$ cat config.mk
export PLATFORM = sky130hd
export DESIGN_NAME = uc_mc_handshake_flat
export DESIGN_NICKNAME = d
export VERILOG_FILES = /design/src/rtl/uc_pkg.sv /design/src/rtl/uc_mc_handshake_if.sv /design/src/rtl/uc_mem_watchdog.sv /design/src/rtl/uc_mc_handshake.sv /design/src/flat_wrapper.sv
export SDC_FILE = /design/constraint.sdc
export NUM_CORES = 1
export LEC_CHECK = 0
export BUFFER_PORTS_ARGS = -buffer_cell sky130_fd_sc_hd__buf_4
export CAP_MARGIN = 20
export CORE_MARGIN = 3
export CORE_UTILIZATION = 47
export CTS_CLUSTER_SIZE = 30
export DETAILED_ROUTE_END_ITERATION = 8
export MAX_ROUTING_LAYER = met4
export PLACE_DENSITY = 0.71
export SLEW_MARGIN = 0
export SYNTH_ARGS = -nofsm -noshare
export SYNTH_HDL_FRONTEND = slang
export SYNTH_SLANG_ARGS = --single-unit
export TNS_END_PERCENT = 50
$ cat constraint.sdc
create_clock -name clk -period 6.9 [get_ports clk]
set_input_delay 0.69 -clock clk [delete_from_list [all_inputs] [get_ports clk]]
set_output_delay 0.69 -clock clk [all_outputs]
set_load 0.1 [all_outputs]
$ cat src/rtl/uc_pkg.sv
// Shared definitions for the multicycle RV32I control unit:
// opcodes, FSM state encodings and register-file write-data select codes.
package uc_pkg;

  localparam logic [6:0] OPC_OP     = 7'b0110011;
  localparam logic [6:0] OPC_OPIMM  = 7'b0010011;
  localparam logic [6:0] OPC_LUI    = 7'b0110111;
  localparam logic [6:0] OPC_AUIPC  = 7'b0010111;
  localparam logic [6:0] OPC_LOAD   = 7'b0000011;
  localparam logic [6:0] OPC_STORE  = 7'b0100011;
  localparam logic [6:0] OPC_JAL    = 7'b1101111;
  localparam logic [6:0] OPC_JALR   = 7'b1100111;
  localparam logic [6:0] OPC_BRANCH = 7'b1100011;

  localparam logic [2:0] RFSEL_MEM   = 3'b000;
  localparam logic [2:0] RFSEL_ALU   = 3'b001;
  localparam logic [2:0] RFSEL_PC4   = 3'b010;
  localparam logic [2:0] RFSEL_ADDER = 3'b011;
  localparam logic [2:0] RFSEL_IMM   = 3'b100;

  // FETCH must stay 0: state_dbg reads as FETCH while reset forces outputs low
  typedef enum logic [4:0] {
    FETCH     = 5'd0,
    DECODE    = 5'd1,
    EX_ALU    = 5'd2,
    EX_ALUI   = 5'd3,
    EX_LUI    = 5'd4,
    EX_AUIPC  = 5'd5,
    EX_LOAD   = 5'd6,
    EX_STORE  = 5'd7,
    EX_JAL    = 5'd8,
    EX_JALR   = 5'd9,
    EX_BRANCH = 5'd10,
    WB_ALU    = 5'd11,
    WB_ALUI   = 5'd12,
    WB_LUI    = 5'd13,
    WB_AUIPC  = 5'd14,
    WB_JAL    = 5'd15,
    WB_JALR   = 5'd16,
    WB_BRANCH = 5'd17,
    MEM_LOAD  = 5'd18,
    MEM_STORE = 5'd19,
    TRAP      = 5'd20
  } state_e;

  function automatic logic is_mem_state(input state_e s);
    return (s == FETCH) || (s == MEM_LOAD) || (s == MEM_STORE);
  endfunction

endpackage

$ cat src/rtl/uc_mc_handshake_if.sv
// Control-unit bundle: IR opcode and memory handshake in, datapath controls out.
interface uc_mc_handshake_if;
  import uc_pkg::*;

  logic [6:0] opcode;
  logic       mem_ready;
  logic       mem_req;
  logic       WE_RF;
  logic       WE_MEM;
  logic [2:0] RF_din_sel;
  logic       ULA_din2_sel;
  logic       addr_sel;
  logic       load_pc;
  logic       load_ir;
  logic       branch;
  logic       pc_next_sel;
  logic       pc_adder_sel;
  logic       illegal_instr;
  logic       timeout_err;
  logic [4:0] state_dbg;

  modport master (
    input  opcode, mem_ready,
    output mem_req, WE_RF, WE_MEM, RF_din_sel, ULA_din2_sel, addr_sel,
           load_pc, load_ir, branch, pc_next_sel, pc_adder_sel,
           illegal_instr, timeout_err, state_dbg
  );

  modport slave (
    output opcode, mem_ready,
    input  mem_req, WE_RF, WE_MEM, RF_din_sel, ULA_din2_sel, addr_sel,
           load_pc, load_ir, branch, pc_next_sel, pc_adder_sel,
           illegal_instr, timeout_err, state_dbg
  );
endinterface

$ cat src/rtl/uc_mem_watchdog.sv
// Counts consecutive memory wait cycles; expire flags the last permitted wait.
module uc_mem_watchdog
  import uc_pkg::*;
#(
  parameter int MEM_TIMEOUT = 16,
  parameter int TO_W        = 5
) (
  input  logic clk,
  input  logic reset,
  input  logic clr,
  input  logic waiting,
  output logic expire
);

  if (MEM_TIMEOUT > 0) begin : g_wd
    logic [TO_W-1:0] cnt_q, cnt_d;

    always_comb begin
      cnt_d = cnt_q;
      if (clr) begin
        cnt_d = '0;
      end else if (waiting) begin
        cnt_d = cnt_q + TO_W'(1);
      end else begin
        cnt_d = cnt_q;
      end
    end

    always_ff @(posedge clk or posedge reset) begin
      if (reset) begin
        cnt_q <= '0;
      end else begin
        cnt_q <= cnt_d;
      end
    end

    // waiting already excludes mem_ready, so a completing access never expires
    assign expire = waiting && (cnt_q == TO_W'(MEM_TIMEOUT - 1));
  end else begin : g_off
    logic unused_s;
    assign unused_s = &{1'b0, clk, reset, clr, waiting};
    assign expire   = 1'b0;
  end

endmodule

$ cat src/rtl/uc_mc_handshake.sv
// Multicycle RV32I control FSM with memory ready/request handshake,
// illegal-opcode and memory-timeout traps, and an optional fast ALU path.
module uc_mc_handshake
  import uc_pkg::*;
#(
  parameter int MEM_TIMEOUT = 16,
  parameter int FAST_ALU    = 0,
  parameter int TO_W        = (MEM_TIMEOUT > 0) ? $clog2(MEM_TIMEOUT + 1) : 1
) (
  input  logic               clk,
  input  logic               reset,
  uc_mc_handshake_if.master  bus
);

  state_e     state_q, state_d;
  logic       illegal_q, illegal_d;
  logic       timeout_q, timeout_d;
  logic       mem_req_s, we_rf_s, we_mem_s, ula2_s, addr_sel_s;
  logic       load_pc_s, load_ir_s, branch_s, pc_next_s, pc_adder_s;
  logic [2:0] rf_sel_s;
  logic       set_illegal_s, expire_s, wd_clr_s, wd_wait_s;

  assign wd_wait_s = is_mem_state(state_q) && !bus.mem_ready;
  assign wd_clr_s  = bus.mem_ready || (is_mem_state(state_d) && (state_d != state_q));

  uc_mem_watchdog #(.MEM_TIMEOUT(MEM_TIMEOUT), .TO_W(TO_W)) u_wd (
    .clk     (clk),
    .reset   (reset),
    .clr     (wd_clr_s),
    .waiting (wd_wait_s),
    .expire  (expire_s)
  );

  always_comb begin
    state_d       = state_q;
    set_illegal_s = 1'b0;
    mem_req_s     = 1'b0;
    we_rf_s       = 1'b0;
    we_mem_s      = 1'b0;
    ula2_s        = 1'b0;
    addr_sel_s    = 1'b0;
    load_pc_s     = 1'b0;
    load_ir_s     = 1'b0;
    branch_s      = 1'b0;
    pc_next_s     = 1'b0;
    pc_adder_s    = 1'b0;
    rf_sel_s      = RFSEL_MEM;
    case (state_q)
      FETCH: begin
        mem_req_s  = 1'b1;
        addr_sel_s = 1'b1;
        load_ir_s  = bus.mem_ready;
        if (bus.mem_ready) state_d = DECODE;
        else if (expire_s) state_d = TRAP;
        else               state_d = FETCH;
      end
      DECODE: begin
        case (bus.opcode)
          OPC_OP:     state_d = (FAST_ALU != 0) ? WB_ALU   : EX_ALU;
          OPC_OPIMM:  state_d = (FAST_ALU != 0) ? WB_ALUI  : EX_ALUI;
          OPC_LUI:    state_d = (FAST_ALU != 0) ? WB_LUI   : EX_LUI;
          OPC_AUIPC:  state_d = (FAST_ALU != 0) ? WB_AUIPC : EX_AUIPC;
          OPC_LOAD:   state_d = EX_LOAD;
          OPC_STORE:  state_d = EX_STORE;
          OPC_JAL:    state_d = EX_JAL;
          OPC_JALR:   state_d = EX_JALR;
          OPC_BRANCH: state_d = EX_BRANCH;
          default: begin
            state_d       = TRAP;
            set_illegal_s = 1'b1;
          end
        endcase
      end
      // EX states preset the muxes of their WB state with enables held low
      EX_ALU:    begin rf_sel_s = RFSEL_ALU; state_d = WB_ALU; end
      EX_ALUI:   begin rf_sel_s = RFSEL_ALU; ula2_s = 1'b1; state_d = WB_ALUI; end
      EX_LUI:    begin rf_sel_s = RFSEL_IMM; state_d = WB_LUI; end
      EX_AUIPC:  begin rf_sel_s = RFSEL_ADDER; pc_adder_s = 1'b1; state_d = WB_AUIPC; end
      EX_JAL:    begin rf_sel_s = RFSEL_PC4; pc_next_s = 1'b1; pc_adder_s = 1'b1; state_d = WB_JAL; end
      EX_JALR:   begin rf_sel_s = RFSEL_PC4; pc_next_s = 1'b1; state_d = WB_JALR; end
      EX_BRANCH: begin branch_s = 1'b1; state_d = WB_BRANCH; end
      WB_ALU:    begin we_rf_s = 1'b1; load_pc_s = 1'b1; rf_sel_s = RFSEL_ALU; state_d = FETCH; end
      WB_ALUI: begin
        we_rf_s = 1'b1; load_pc_s = 1'b1; rf_sel_s = RFSEL_ALU; ula2_s = 1'b1; state_d = FETCH;
      end
      WB_LUI:    begin we_rf_s = 1'b1; load_pc_s = 1'b1; rf_sel_s = RFSEL_IMM; state_d = FETCH; end
      WB_AUIPC: begin
        we_rf_s = 1'b1; load_pc_s = 1'b1; rf_sel_s = RFSEL_ADDER; pc_adder_s = 1'b1; state_d = FETCH;
      end
      WB_JAL: begin
        we_rf_s = 1'b1; load_pc_s = 1'b1; rf_sel_s = RFSEL_PC4;
        pc_next_s = 1'b1; pc_adder_s = 1'b1; state_d = FETCH;
      end
      WB_JALR: begin
        we_rf_s = 1'b1; load_pc_s = 1'b1; rf_sel_s = RFSEL_PC4; pc_next_s = 1'b1; state_d = FETCH;
      end
      WB_BRANCH: begin branch_s = 1'b1; load_pc_s = 1'b1; state_d = FETCH; end
      EX_LOAD:   begin ula2_s = 1'b1; state_d = MEM_LOAD; end
      MEM_LOAD: begin
        mem_req_s = 1'b1;
        ula2_s    = 1'b1;
        rf_sel_s  = RFSEL_MEM;
        we_rf_s   = bus.mem_ready;
        load_pc_s = bus.mem_ready;
        if (bus.mem_ready) state_d = FETCH;
        else if (expire_s) state_d = TRAP;
        else               state_d = MEM_LOAD;
      end
      EX_STORE:  begin ula2_s = 1'b1; state_d = MEM_STORE; end
      MEM_STORE: begin
        mem_req_s = 1'b1;
        we_mem_s  = 1'b1;
        ula2_s    = 1'b1;
        load_pc_s = bus.mem_ready;
        if (bus.mem_ready) state_d = FETCH;
        else if (expire_s) state_d = TRAP;
        else               state_d = MEM_STORE;
      end
      TRAP:      state_d = TRAP;
      default: begin
        state_d       = TRAP;
        set_illegal_s = 1'b1;
      end
    endcase
  end

  assign illegal_d = illegal_q || set_illegal_s;
  assign timeout_d = timeout_q || expire_s;

  always_ff @(posedge clk or posedge reset) begin
    if (reset) begin
      state_q   <= FETCH;
      illegal_q <= 1'b0;
      timeout_q <= 1'b0;
    end else begin
      state_q   <= state_d;
      illegal_q <= illegal_d;
      timeout_q <= timeout_d;
    end
  end

  // Reset gates every output combinationally so a mid-access reset drops writes at once
  assign bus.mem_req       = mem_req_s  && !reset;
  assign bus.WE_RF         = we_rf_s    && !reset;
  assign bus.WE_MEM        = we_mem_s   && !reset;
  assign bus.ULA_din2_sel  = ula2_s     && !reset;
  assign bus.addr_sel      = addr_sel_s && !reset;
  assign bus.load_pc       = load_pc_s  && !reset;
  assign bus.load_ir       = load_ir_s  && !reset;
  assign bus.branch        = branch_s   && !reset;
  assign bus.pc_next_sel   = pc_next_s  && !reset;
  assign bus.pc_adder_sel  = pc_adder_s && !reset;
  assign bus.illegal_instr = illegal_q  && !reset;
  assign bus.timeout_err   = timeout_q  && !reset;
  assign bus.RF_din_sel    = reset ? 3'b000 : rf_sel_s;
  assign bus.state_dbg     = reset ? 5'd0 : state_q;

endmodule

$ cat src/flat_wrapper.sv
// flat-port wrapper written by rule: the top's interface ports become plain ports
module uc_mc_handshake_flat import uc_pkg::*;
#(
  parameter int MEM_TIMEOUT = 16,
  parameter int FAST_ALU    = 0,
  parameter int TO_W        = (MEM_TIMEOUT > 0) ? $clog2(MEM_TIMEOUT + 1) : 1
)
  (clk, reset, bus_opcode, bus_mem_ready, bus_mem_req, bus_WE_RF, bus_WE_MEM, bus_RF_din_sel, bus_ULA_din2_sel, bus_addr_sel, bus_load_pc, bus_load_ir, bus_branch, bus_pc_next_sel, bus_pc_adder_sel, bus_illegal_instr, bus_timeout_err, bus_state_dbg);
  uc_mc_handshake_if bus_i ();
  input  logic clk;
  input  logic reset;
  input wire logic [$bits(bus_i.opcode)-1:0] bus_opcode;
  input wire logic [$bits(bus_i.mem_ready)-1:0] bus_mem_ready;
  output wire logic [$bits(bus_i.mem_req)-1:0] bus_mem_req;
  output wire logic [$bits(bus_i.WE_RF)-1:0] bus_WE_RF;
  output wire logic [$bits(bus_i.WE_MEM)-1:0] bus_WE_MEM;
  output wire logic [$bits(bus_i.RF_din_sel)-1:0] bus_RF_din_sel;
  output wire logic [$bits(bus_i.ULA_din2_sel)-1:0] bus_ULA_din2_sel;
  output wire logic [$bits(bus_i.addr_sel)-1:0] bus_addr_sel;
  output wire logic [$bits(bus_i.load_pc)-1:0] bus_load_pc;
  output wire logic [$bits(bus_i.load_ir)-1:0] bus_load_ir;
  output wire logic [$bits(bus_i.branch)-1:0] bus_branch;
  output wire logic [$bits(bus_i.pc_next_sel)-1:0] bus_pc_next_sel;
  output wire logic [$bits(bus_i.pc_adder_sel)-1:0] bus_pc_adder_sel;
  output wire logic [$bits(bus_i.illegal_instr)-1:0] bus_illegal_instr;
  output wire logic [$bits(bus_i.timeout_err)-1:0] bus_timeout_err;
  output wire logic [$bits(bus_i.state_dbg)-1:0] bus_state_dbg;
  assign bus_i.opcode = bus_opcode;
  assign bus_i.mem_ready = bus_mem_ready;
  assign bus_mem_req = bus_i.mem_req;
  assign bus_WE_RF = bus_i.WE_RF;
  assign bus_WE_MEM = bus_i.WE_MEM;
  assign bus_RF_din_sel = bus_i.RF_din_sel;
  assign bus_ULA_din2_sel = bus_i.ULA_din2_sel;
  assign bus_addr_sel = bus_i.addr_sel;
  assign bus_load_pc = bus_i.load_pc;
  assign bus_load_ir = bus_i.load_ir;
  assign bus_branch = bus_i.branch;
  assign bus_pc_next_sel = bus_i.pc_next_sel;
  assign bus_pc_adder_sel = bus_i.pc_adder_sel;
  assign bus_illegal_instr = bus_i.illegal_instr;
  assign bus_timeout_err = bus_i.timeout_err;
  assign bus_state_dbg = bus_i.state_dbg;
  uc_mc_handshake #(.MEM_TIMEOUT(MEM_TIMEOUT), .FAST_ALU(FAST_ALU), .TO_W(TO_W)) u_core (.clk(clk), .reset(reset), .bus(bus_i));
endmodule
==> impl_metrics.env <==
export IMPL_drt_iter0_drc=63
export IMPL_yosysWarnings=0
export IMPL_holdPathStages=1
export IMPL_rr_worst_depth=7
export IMPL_cts_sinks=12
export IMPL_io_pins=30
export IMPL_min_period_ps=3060
export IMPL_worstMarginPinSlew_ps=952
export IMPL_cp_max_fo=20
export IMPL_end_kind="primary output"
export IMPL_place_inst=219
export IMPL_timing_rr_start="u_core.state_q[4]$_DFF_PP0_"
export IMPL_post_cts_resized=0
export IMPL_synth_seq_cells=12
export IMPL_maxCapViolations=0
export IMPL_die_h_um=58.1
export IMPL_cp_data_required_time_ps=6210
export IMPL_cts_tree="built"
export IMPL_grt_pass1_wl_um=5660
export IMPL_maxSlewHeadroom=0.365
export IMPL_min_period_over_period=0.443
export IMPL_r2r_slack_ps=4070
export IMPL_vias_per_cell=5.90
export IMPL_worstSetupStartpointType="flop"
export IMPL_ant_nets=0
export IMPL_insertedDiodeCount=0
export IMPL_ir_drop_mv=0.114
export IMPL_rsz0062_at_grt="false"
export IMPL_grt_max_degree=32
export IMPL_gr_total_overflow=0
export IMPL_cpMostUsedCell="nor2_1"
export IMPL_fin_nets=206
export IMPL_vias=1316
export IMPL_finalSetupViolCount=0
export IMPL_final_common_cell="buf_4"
export IMPL_fp_dieArea_um2=3380
export IMPL_cts_buffer_depth=2
export IMPL_synth_enable_flop_cells=0
export IMPL_crit_chain="or2b_1, nor2_1, a21o_1, a22oi_1, nor2_1, a31oi_1, nor2_1, buf_4"
export IMPL_layout_cells_non_filler=223
export IMPL_die_w_um=58.1
export IMPL_final_cell_mix="buf_4 (29), nor2_1 (22), a21oi_1 (15)"
export IMPL_antenna_found_initial=0
export IMPL_final_layout_size_suffix_gt1_frac=0.218
export IMPL_ys_flop_type="dfrtp_1"
export IMPL_setup_tns_final_ps=0
export IMPL_areaGrowthSynthToFinish_pct=17.8
export IMPL_worstReg2RegEnd="u_core.u_wd.g_wd.cnt_q[4]$_DFFE_PP0P_"
export IMPL_root_buffer="clkbuf_4"
export IMPL_grt_pass1_vias=1197
export IMPL_io_buffer_count=29
export IMPL_grt_util_all_layers=0.216
export IMPL_holdCritStartpoint="u_core.timeout_q$_DFF_PP0_"
export IMPL_total_power_uw=149
export IMPL_crit_type="flop to primary output"
export IMPL_power_density_nw_per_um2=99.4
export IMPL_synth_cells=175
export IMPL_clk_latency_ps=270
export IMPL_gp_congestion=0.848
export IMPL_hold_violations=0
export IMPL_syn_cell_area_um2=1280
export IMPL_leakage_nw=0.651
export IMPL_fin_skew_ps=6.51
export IMPL_utilization=0.596
export IMPL_cpLargestDelayFamily="simple AND/OR/NAND/NOR gates"
export IMPL_syn_nets=187
export IMPL_yosysSeqAreaShare=0.235
export IMPL_drt_wl_total_um=3260
export IMPL_cp_slowest_stage_delay_ps=710
export IMPL_initial_core_util=0.506
export IMPL_core_um2=2520
export IMPL_clkTransAtPathRegs_ps=80
export IMPL_worstHoldEndpoint="u_core.timeout_q$_DFF_PP0_"
export IMPL_drv_slew=0
export IMPL_crit_buf_inv=1
export IMPL_status="finished clean"
export IMPL_hold_slack_ps=481
export IMPL_cpMaxStageDelayCell="dfrtp_1"
export IMPL_cts_setup_buffers=0
export IMPL_async_reset_ff_frac=1.00
export IMPL_first_pass_iters=4
export IMPL_cp_arrival_ps=2370
export IMPL_cts_buffers=3
export IMPL_rows=18
export IMPL_cts_hold_buffers=0
export IMPL_synthDistinctLibCells=46
export IMPL_wl_per_cell_um=14.6
export IMPL_syn_area_per_cell_um2=7.29
export IMPL_fmax_mhz=327
export IMPL_htreeDepth=1
export IMPL_drc=0
export IMPL_hp_class="flop to flop"
export IMPL_dp_hpwl_um=2460
## synth_stat cells (2+ instances only)
master	n	area (µm²)
nor2_1	22	82.6
a21oi_1	15	75.1
nand2_1	13	48.8
dfrtp_1	12	300
o21ai_0	12	60.1
nor2b_1	10	62.6
nor3_1	7	35.0
buf_2	6	30.0
clkbuf_1	6	22.5
inv_1	6	22.5
nand2b_1	5	31.3
or3_1	5	31.3
nand3b_1	4	30.0
buf_1	3	11.3
nand4_1	3	18.8
nor3b_1	3	22.5
o211ai_1	3	22.5
xor2_1	3	26.3
a21o_1	2	15.0
a22oi_1	2	15.0
a31oi_1	2	12.5
and2_1	2	12.5
and4_1	2	17.5
ha_1	2	25.0
nor4_1	2	12.5
o31ai_4	2	42.5
or2_2	2	12.5
## report_power, final
part / internal, mW / total [mW] / switching (mW)
clock network: 0.0321 / 0.0561 / 0.0240
registers: 0.0702 / 0.0702 / 0.0000000000000000722
logic: 0.00756 / 0.0231 / 0.0156
total: 0.110 / 0.149 / 0.0396
## routing by layer
layer,routed length [µm],vias up,track usage
met3,274,4,0.0445
li1,-,653,-
met4,29,0,0.0530
met1,1500,607,0.317
met5,0,-,-
met2,1460,52,0.302
## worst register-to-register path: cells and delay by family, from the launching register on
kind | cells | cell delay (ps)
DFF | 1 | 970
AOI/OAI and AO/OA | 3 | 540
and+or+nand+nor | 3 | 1070
xor gates and xnor gates | 1 | 170
## state kept, by name, indices dropped and copies added (netlist names)
| signal | count |
|---|---|
| u_core.illegal_q | 1 |
| u_core.state_q | 5 |
| u_core.timeout_q | 1 |
| u_core.u_wd.g_wd.cnt_q | 5 |
## kinds of logic after synthesis
logic type	share of synthesized area
AO/OA/AOI/OAI	0.246
XOR/XNOR	0.0402
adder cells (fa/ha/maj)	0.0196
buffers and inverters	0.0676
flip-flops	0.235
multiplexers	0.00784
AND/OR/NAND/NOR	0.383
## worst max-delay path by stage
stage / depth (start not counted) / to / startpoint
floorplan: 3 / bus_WE_MEM / reset
global placement: 7 / u_core.u_wd.g_wd.cnt_q[4]$_DFFE_PP0P_ / u_core.state_q[4]$_DFF_PP0_
detailed placement: 7 / u_core.u_wd.g_wd.cnt_q[1]$_DFFE_PP0P_ / u_core.state_q[4]$_DFF_PP0_
CTS: 8 / bus_RF_din_sel[1] / u_core.state_q[0]$_DFF_PP0_
global route: 8 / bus_RF_din_sel[1] / u_core.state_q[0]$_DFF_PP0_
finish: 8 / bus_RF_din_sel[1] / u_core.state_q[0]$_DFF_PP0_
## area by class of cell
class	instances	area [µm²]
tap	30	37.5
inverter	6	22.5
clock buffer	4	36.3
fill	241	1020
sequential	12	300
timing repair buffer	29	218
multi-input combinational	142	890
## through the flow
step	setup slack [ps]	cell area, µm²
final	3840	1500
after global placement	4150	1470
after detailed placement	4100	1470
after global routing	3670	1500
after floorplan	1660	1280
after CTS	3880	1500
No activity file was read; power rests on OpenSTA's default activity.
